File: src/rtl/voice_pkg.sv
// voice_pkg: types and constants shared by the voice allocator and its
// per-voice occupancy trackers.
//   ctrl_state_e  : allocator control FSM (ACCEPT / LOAD / REST)
//   voice_state_e : per-voice occupancy (FREE / GUARDED / BUSY)
//   REST_NOTE     : note code that means "rest" rather than "play"
package voice_pkg;

  typedef enum logic [1:0] {
    ST_ACCEPT = 2'd0,
    ST_LOAD   = 2'd1,
    ST_REST   = 2'd2
  } ctrl_state_e;

  typedef enum logic [1:0] {
    V_FREE    = 2'd0,
    V_GUARDED = 2'd1,
    V_BUSY    = 2'd2
  } voice_state_e;

  localparam int REST_NOTE = 0;

endpackage

File: src/rtl/voice_slot.sv
// voice_slot: occupancy tracker for one note player.
// A load moves the voice from FREE to GUARDED for GUARD cycles. During that
// window done is ignored, because the player's done_with_note level is still
// reporting the previous note. After the window the voice is BUSY, and it
// returns to FREE on done.
// Ports:
//   clk, reset_n : clock, asynchronous active-low reset
//   load         : one-cycle load strobe for this voice
//   done         : level from the player's done_with_note
//   is_free      : registered, 1 when the voice can take a new note
module voice_slot
  import voice_pkg::*;
#(
  parameter int GUARD = 2
) (
  input  logic clk,
  input  logic reset_n,
  input  logic load,
  input  logic done,
  output logic is_free
);

  localparam int GW = (GUARD < 1) ? 1 : $clog2(GUARD + 1);

  voice_state_e   state_q, state_d;
  logic [GW-1:0]  guard_q, guard_d;

  always_comb begin
    state_d = state_q;
    guard_d = guard_q;
    case (state_q)
      V_FREE: begin
        if (load) begin
          if (GUARD == 0) begin
            state_d = V_BUSY;
          end else begin
            state_d = V_GUARDED;
            guard_d = GW'(GUARD);
          end
        end
      end
      V_GUARDED: begin
        // The last guarded cycle is the one in which the counter shows 1.
        if (guard_q <= GW'(1)) begin
          state_d = V_BUSY;
          guard_d = '0;
        end else begin
          guard_d = guard_q - GW'(1);
        end
      end
      V_BUSY: begin
        if (done) state_d = V_FREE;
      end
      default: begin
        state_d = V_FREE;
        guard_d = '0;
      end
    endcase
  end

  always_ff @(posedge clk or negedge reset_n) begin
    if (!reset_n) begin
      state_q <= V_FREE;
      guard_q <= '0;
    end else begin
      state_q <= state_d;
      guard_q <= guard_d;
    end
  end

  assign is_free = (state_q == V_FREE);

endmodule

File: src/rtl/voice_allocator.sv
// voice_allocator: assigns incoming note requests to the lowest-index free
// note player, and implements rests as beat-counted stalls.
// Ports:
//   clk, reset_n               : clock, asynchronous active-low reset
//   play                       : 1 = run, 0 = pause
//   beat                       : one-cycle beat pulse
//   req_valid/req_ready        : request handshake from the song reader
//   req_note, req_duration     : request payload (note 0 = rest)
//   voice_done[NUM_VOICES]     : done levels from the players
//   load_voice[NUM_VOICES]     : one-hot, one-cycle load strobe
//   load_note, load_duration   : payload for the strobed player
//   active_mask, active_count  : occupied voices and their popcount
//   all_idle                   : nothing playing, no rest, ready to accept
module voice_allocator
  import voice_pkg::*;
#(
  parameter int NUM_VOICES = 3,
  parameter int NOTE_W     = 6,
  parameter int DUR_W      = 6,
  parameter int GUARD      = 2
) (
  input  logic                              clk,
  input  logic                              reset_n,
  input  logic                              play,
  input  logic                              beat,
  input  logic                              req_valid,
  input  logic [NOTE_W-1:0]                 req_note,
  input  logic [DUR_W-1:0]                  req_duration,
  output logic                              req_ready,
  input  logic [NUM_VOICES-1:0]             voice_done,
  output logic [NUM_VOICES-1:0]             load_voice,
  output logic [NOTE_W-1:0]                 load_note,
  output logic [DUR_W-1:0]                  load_duration,
  output logic [NUM_VOICES-1:0]             active_mask,
  output logic [$clog2(NUM_VOICES+1)-1:0]   active_count,
  output logic                              all_idle
);

  localparam int CNT_W = $clog2(NUM_VOICES + 1);

  ctrl_state_e             state_q, state_d;
  logic [NOTE_W-1:0]       note_q, note_d;
  logic [DUR_W-1:0]        dur_q, dur_d;
  logic [NUM_VOICES-1:0]   sel_q, sel_d;
  logic [DUR_W-1:0]        rest_q, rest_d;

  logic [NUM_VOICES-1:0]   free_vec;
  logic [NUM_VOICES-1:0]   lowest_free;
  logic                    any_free;
  logic                    is_rest;

  // Per-voice occupancy trackers.
  for (genvar gi = 0; gi < NUM_VOICES; gi++) begin : g_slot
    voice_slot #(.GUARD(GUARD)) u_slot (
      .clk     (clk),
      .reset_n (reset_n),
      .load    (load_voice[gi]),
      .done    (voice_done[gi]),
      .is_free (free_vec[gi])
    );
  end

  // Lowest-index free voice as a one-hot vector.
  always_comb begin
    logic found;
    lowest_free = '0;
    found       = 1'b0;
    for (int i = 0; i < NUM_VOICES; i++) begin
      if (free_vec[i] && !found) begin
        lowest_free[i] = 1'b1;
        found          = 1'b1;
      end
    end
  end

  assign any_free = |free_vec;
  assign is_rest  = (req_note == NOTE_W'(REST_NOTE));

  always_comb begin
    state_d    = state_q;
    note_d     = note_q;
    dur_d      = dur_q;
    sel_d      = sel_q;
    rest_d     = rest_q;
    req_ready  = 1'b0;
    load_voice = '0;
    case (state_q)
      ST_ACCEPT: begin
        // Gated with reset_n so that no request is taken while reset is held.
        req_ready = reset_n & play & (is_rest | any_free);
        if (req_valid && req_ready) begin
          if (!is_rest) begin
            note_d  = req_note;
            dur_d   = req_duration;
            sel_d   = lowest_free;
            state_d = ST_LOAD;
          end else if (req_duration != '0) begin
            rest_d  = req_duration;
            state_d = ST_REST;
          end
        end
      end
      ST_LOAD: begin
        // Completes even while paused.
        load_voice = sel_q;
        state_d    = ST_ACCEPT;
      end
      ST_REST: begin
        if (rest_q == '0) begin
          state_d = ST_ACCEPT;
        end else if (beat && play) begin
          rest_d = rest_q - DUR_W'(1);
          if (rest_q == DUR_W'(1)) state_d = ST_ACCEPT;
        end
      end
      default: state_d = ST_ACCEPT;
    endcase
  end

  always_ff @(posedge clk or negedge reset_n) begin
    if (!reset_n) begin
      state_q <= ST_ACCEPT;
      note_q  <= '0;
      dur_q   <= '0;
      sel_q   <= '0;
      rest_q  <= '0;
    end else begin
      state_q <= state_d;
      note_q  <= note_d;
      dur_q   <= dur_d;
      sel_q   <= sel_d;
      rest_q  <= rest_d;
    end
  end

  // Status outputs come from registered state only.
  always_comb begin
    active_count = '0;
    for (int i = 0; i < NUM_VOICES; i++) begin
      active_count = active_count + CNT_W'(active_mask[i]);
    end
  end

  assign active_mask   = ~free_vec;
  assign all_idle      = (state_q == ST_ACCEPT) && (&free_vec) && (rest_q == '0);
  assign load_note     = note_q;
  assign load_duration = dur_q;

endmodule

File: config.mk
export PLATFORM = sky130hd
export DESIGN_NAME = voice_allocator
export DESIGN_NICKNAME = d
export VERILOG_FILES = /design/src/rtl/voice_pkg.sv /design/src/rtl/voice_slot.sv /design/src/rtl/voice_allocator.sv
export SDC_FILE = /design/constraint.sdc
export NUM_CORES = 1
export LEC_CHECK = 0
export CORE_MARGIN = 3
export CORE_UTILIZATION = 49
export DETAILED_ROUTE_END_ITERATION = 6
export PLACE_DENSITY = 0.79
export SLEW_MARGIN = 20
export SYNTH_ARGS = -nofsm -noshare
export SYNTH_HDL_FRONTEND = slang
export SYNTH_HIERARCHICAL = 1
export SYNTH_SLANG_ARGS = --single-unit
File: constraint.sdc
create_clock -name clk -period 2.3 [get_ports clk]
set_input_delay 0.46 -clock clk [delete_from_list [all_inputs] [get_ports clk]]
set_output_delay 0.46 -clock clk [all_outputs]
set_load 0.1 [all_outputs]
=== Word-level counts from Yosys, hierarchy flattened ===
Cells that the tools add are included.
W data, S select, Z words.

* Bitwise logic cells: 8
* Equality and inequality tests: 26
* Divide/modulo/power cells: 0
* Add/subtract/negate cells: 6
* Shift operators: 0
* $mul: 0
* Reductions and logical operators: 27
* Magnitude comparators: 3
* Multiplexer cells: 40

{| class="wikitable"
|+ Operators with widths
! kind !! number
|-
| $mux W2 || 21
|-
| $pmux W2 S3 || 6
|-
| $mux W6 || 5
|-
| $ne A2 B2 Y1 const B || 11
|-
| $reduce_and A3 Y1 || 5
|-
| $logic_not A6 Y1 || 2
|-
| $pmux W6 S2 || 1
|-
| $ne A3 B3 Y1 const B || 3
|-
| $eq A2 B1 Y1 const B || 4
|-
| $eq A2 B2 Y1 const B || 4
|-
| $logic_not A2 Y1 || 4
|-
| $eq A6 B1 Y1 const B || 1
|-
| $le A2 B1 Y1 const B || 3
|-
| $logic_and A1 B1 Y1 || 6
|-
| $ne A2 B1 Y1 const B || 3
|-
| $reduce_and A2 Y1 || 3
|-
| $reduce_and A6 Y1 || 1
|-
| $reduce_bool A6 Y1 || 1
|-
| $sub A2 B1 Y2 const B || 3
|-
| $sub A6 B1 Y6 const B || 1
|-
| $mux W1 || 5
|-
| $not A1 Y1 || 4
|-
| $pmux W2 S2 || 1
|-
| $reduce_and A4 Y1 || 1
|-
| 9 further kinds || 11
|}

* Logic and storage cells: 121
* Memories: 0
* Output and inout bits: 22
* Bits in read-only memories: 0
* Register bits: 35
* Input port bits: 20
* Memory bits (writable): 0
* Latch bits: 0

=== Logic depth before layout (Yosys ltp) ===
* Depth after elaboration: 8
* Depth in mapped cells: 7
* Depth with buffers taken out: 6

=== Cells and area by module ===
Netlist, hierarchy kept.

{| class="wikitable"
|+ Modules (own cells, without submodules)
! module !! instances !! area an instance (sq um) !! cells each !! seq. area each (sq um)
|-
| voice_allocator || 1 || 1,249.9 || 122 || 575.6
|-
| voice_slot at g_slot[0].u_slot ... || 2 || 181.4 || 18 || 100.1
|-
| voice_slot at g_slot[2].u_slot || 1 || 183.9 || 18 || 100.1
|}

=== Worst setup path before layout ===
OpenSTA, ideal clock, no wires.

* Path kind: register to output
* Start: register g_slot[1].u_slot.state_q[0]
* End: output port all_idle
* Cell stages (with the launch flop): 4
* Buffers on the path: 0
* Slack: -1,502 ps
* Required time: 1,840 ps
* Data arrival time: 3,342 ps
* Cell sequence: dfrtp_1 -> nor2_1 -> inv_1 -> nor3_1

* Cells in the longest elaborated chain, start to end: 4

{| class="wikitable"
|+ Ends and longest elaborated chain
! item !! line !! text
|-
| from (decl) || voice_slot.sv:25 || <nowiki>voice_state_e state_q, state_d;</nowiki>
|-
| from (signal assigned) || voice_slot.sv:66 || <nowiki>state_q <= state_d;</nowiki>
|-
| $logic_not A2 Y1 || voice_slot.sv:71 || <nowiki>assign is_free = (state_q == V_FREE);</nowiki>
|-
| named net free_vec[1] || voice_allocator.sv:47 || <nowiki>logic [NUM_VOICES-1:0] free_vec;</nowiki>
|-
| $reduce_and A3 Y1 || voice_allocator.sv:145 || <nowiki>assign all_idle = (state_q == ST_ACCEPT) && (&free_vec) && (rest_q == '0);</nowiki>
|-
| $logic_and A1 B1 Y1 (2 in series) || voice_allocator.sv:145 ||
|-
| to (decl) || voice_allocator.sv:36 || <nowiki>output logic all_idle</nowiki>
|}

The timed path passes the listed nets, and every way through them passes these cells.

=== Worst setup path after layout ===
* Start: register g_slot[1].u_slot.state_q[1]
* End: output port active_count[0]

* Cells in the longest elaborated chain, start to end: 4

{| class="wikitable"
|+ Ends and longest elaborated chain
! item !! line !! text
|-
| $logic_not A2 Y1 || voice_slot.sv:71 ||
|-
| named net free_vec[1] || voice_allocator.sv:47 ||
|-
| $not A3 Y3 || voice_allocator.sv:144 || <nowiki>assign active_mask = ~free_vec;</nowiki>
|-
| $add A1 B1 Y2 || voice_allocator.sv:140 || <nowiki>active_count = active_count + CNT_W'(active_mask[i]);</nowiki>
|-
| $add A2 B1 Y2 || voice_allocator.sv:140 ||
|-
| to (decl) || voice_allocator.sv:35 || <nowiki>output logic [$clog2(NUM_VOICES+1)-1:0] active_count,</nowiki>
|}

The timed path passes the listed nets, and every way through them passes these cells.

==> summary.md <==
| Metric | Value |
|---|---|
| Clk_skew | `0.003242 ns` |
| Register area share after synthesis | `48.75%` |
| Antenna Cells | `0` |
| Vias per inst | `5.479` |
| Max cap viols | `0` |
| Core area | `3442 sq um` |
| Post-DRT Antenna Nets | `0` |
| Tot GR Track Use | `23.52%` |
| Status | `finished, final reports clean` |
| WL final | `4575 microns` |
| CTS tree | `done` |
| Placed Area | `2430 sq um` |
| Starting Density | `52.20%` |
| Pleak | `1.167 nW` |
| Final Slew Violations | `0` |
| Vias | `1589` |
| Slew HR | `49.39%` |
| Share of layout cells above drive strength 1 | `31.15%` |
| Detailed Place HPWL | `3309 microns` |
| Crit path max fanout | `7` |
| Final Non-Filler Cells | `290` |
| Port buffer count | `41` |
| Final Setup Violations | `0` |
| Placed Cells | `277` |
| Top sig layer | `met4` |
| CP endpoint kind | `primary output` |
| Worst Path Required | `1.84 ns` |
| Final layout net count | `267` |
| Root Driver | `clkbuf_8` |
| Vias in the first global route | `1711` |
| Final Hold Fails | `0` |
| DR WL met2 | `2400 microns` |
| Crit-path cells | `nor2_2 -> buf_4 -> fa_1 -> inv_1 -> buf_12` |
| TritonRoute pass-1 iters | `4` |
| Die height | `66.56 microns` |
| Area Overhead vs Synth | `46.31%` |
| Cts hold-fix bufs | `0` |
| WHS | `0.4953 ns` |
| Worst path max stage delay | `0.46 ns` |
| Peak supply drop | `0.9704 mV` |
| GRT overflow | `0` |
| Leading cell type in the layout, fill and taps excluded | `buf_4` |
| Slowest CP cell | `dfrtp_1` |
| Post-synth EDFFs | `0` |
| Most frequent cells in the layout | `35 x buf_4, 34 x dfrtp_1, 15 x clkdlybuf4s50_1` |
| Top FF cell, synth | `dfrtp_1` |
| Routed len/inst | `15.78 microns` |
| PD cells | `1262 nW/um^2` |
| Initial antenna violation count | `0` |
| Yosys reg bits | `35` |
| Drt first-iter violations | `90` |
| Multi-input gate area | `904.6 sq um` |
| Slew at the pin closest to its max-slew limit | `0.7566 ns` |
| FF/Latch Area | `877.1 sq um` |
| Fillers | `227` |
| Syn Inst Count | `176` |
| Yosys cell types | `41` |
| Minimum clock period | `2.235 ns` |
| Io pins | `42` |
| Period Utilization, post-route | `97.18%` |
| Average size of a mapped cell | `10.21 sq um` |
| Final core utilization | `76.37%` |
| Final Cell Area | `2629 sq um` |
| DRC | `0` |
| First-pass GRT wire length | `7803 microns` |
| Crit path DAT | `1.78 ns` |
| Buffer depth of the longest clock path | `2` |
| Synth Cell Area | `1797 sq um` |
| HP Class | `reg2reg` |
| GP Congestion | `0.8256` |
| Total power | `0.003318 W` |
| Worst setup SP type | `flop` |
| CTS Buf Count | `5` |
| Critical path class | `reg2out` |
| Metal-1 WL | `1821 microns` |
| CTS clk-pin slew, worst paths | `0.07 ns` |
| Syn nets | `200` |
| Largest net degree at the start of global routing | `38` |
| Clk sinks | `35` |
| Async S/R FF share, synth | `100.0%` |
| Syn. warnings | `6` |
| Die area | `4430 sq um` |
| Peak Freq | `447.4 MHz` |
| Die W | `66.56 microns` |
| Met3 wire len | `254 microns` |
| H-tree levels | `2` |
| Row count | `21` |
| Skew-Pair Late Insertion Delay | `0.28 ns` |
-- state kept, by name, summed over array words and instances, names as in the netlist --
| register | cells |
|---|---|
| load_note | 6 |
| g_slot.u_slot/state_q | 6 |
| rest_q | 6 |
| sel_q | 3 |
| load_duration | 6 |
| g_slot.u_slot/guard_q | 6 |
| state_q | 2 |
-- worst max-delay path: cells and delay by family (launching register included) --
| family | cells | cell delay, ns |
|---|---|---|
| flip-flops | 1 | 0.46 |
| buffers and inverters | 3 | 0.45 |
| AND/OR/NAND/NOR | 1 | 0.17 |
| adder cells (fa/ha/maj) | 1 | 0.42 |
-- per-stage QoR --
stage	TNS (ns)	worst slack [ns]
after floorplan	-0.2063	-0.2063
after global placement	-3.669	-0.2472
after detailed placement	-5.971	-0.3658
after CTS	0	0.008804
after global routing	-0.03175	-0.02292
final	0	0.06483
-- power breakdown --
part / internal (W) / switching, W / total [W] / leakage (nW)
logic: 0.000532 / 0.00123 / 0.00177 / 0.679
clock network: 0.000350 / 0.000206 / 0.000556 / 0.0612
registers: 0.000808 / 0.000188 / 0.000996 / 0.427
-- final cells by class --
class / instances / share of cell area [%]
Clock buffer: 6 / 3.141
Tap cell: 46 / 2.189
Inverter: 11 / 1.571
Timing Repair Buffer: 63 / 23.99
Clock inverter: 2 / 1.333
Sequential cell: 35 / 33.37
Multi-Input combinational cell: 127 / 34.41
-- cells in the mapped netlist (2+ instances only) --
cell type,count,area (sq um)
or3_1,2,12.51
ha_1,3,37.54
nor2_1,18,67.56
nand3_1,5,25.02
nand2_1,11,41.29
mux2i_1,2,20.02
nand4bb_1,2,22.52
nor2b_1,7,43.79
a21oi_1,8,40.04
o21ai_0,6,30.03
mux2_1,5,56.30
inv_1,11,41.29
nor3_1,6,30.03
dfrtp_1,35,875.8
a31oi_1,3,18.77
nand3b_1,2,15.01
mux2_2,8,90.09
buf_6,2,22.52
o21ai_1,8,40.04
and2_1,3,18.77
nor4_1,2,12.51
nand4_1,2,12.51
o22ai_1,2,12.51
nand2b_1,6,37.54
-- layer usage --
layer,vias to the layer above,track usage [%]
met5,-,0
met4,0,11.17
met3,12,4.384
met2,61,40.59
met1,763,27.98
li1,753,-
-- logic make-up (layout without fill, tap and decap cells) --
family / count (synthesis) / in the layout / share of synthesized area (%)
AND/OR/NAND/NOR: 72 / 72 / 22.49
AO/OA/AOI/OAI: 36 / 36 / 12.54
flip-flops: 35 / 35 / 48.75
multiplexers: 15 / 15 / 9.262
buffers and inverters: 14 / 82 / 3.760
adder cells (fa/ha/maj): 4 / 4 / 3.204
-- final timing paths --
path	start	slack [ns]	depth (start not counted)	to
setup / recovery	g_slot[1].u_slot/state_q[1]$_DFFE_PN0P_	0.06	5	active_count[0]
hold / removal	g_slot[2].u_slot/guard_q[1]$_DFFE_PN0P_	0.50	1	g_slot[2].u_slot/state_q[1]$_DFFE_PN0P_
setup reg to reg	g_slot[0].u_slot/state_q[1]$_DFFE_PN0P_	0.28	7	rest_q[0]$_DFFE_PN0P_
hold reg to reg	g_slot[2].u_slot/guard_q[1]$_DFFE_PN0P_	0.50	1	g_slot[2].u_slot/state_q[1]$_DFFE_PN0P_
max in group asynchronous	reset_n	1.49	2	g_slot[0].u_slot/state_q[0]$_DFFE_PN0P_
min in group asynchronous	reset_n	0.62	2	rest_q[3]$_DFFE_PN0P_
-- timing repair --
action,4_1_cts,5_1_grt
resized for setup,12,6
setup endpoints to repair,15,4
setup buffers,2,3
pin swaps,3,2
Power figures use the tool's default switching activity.
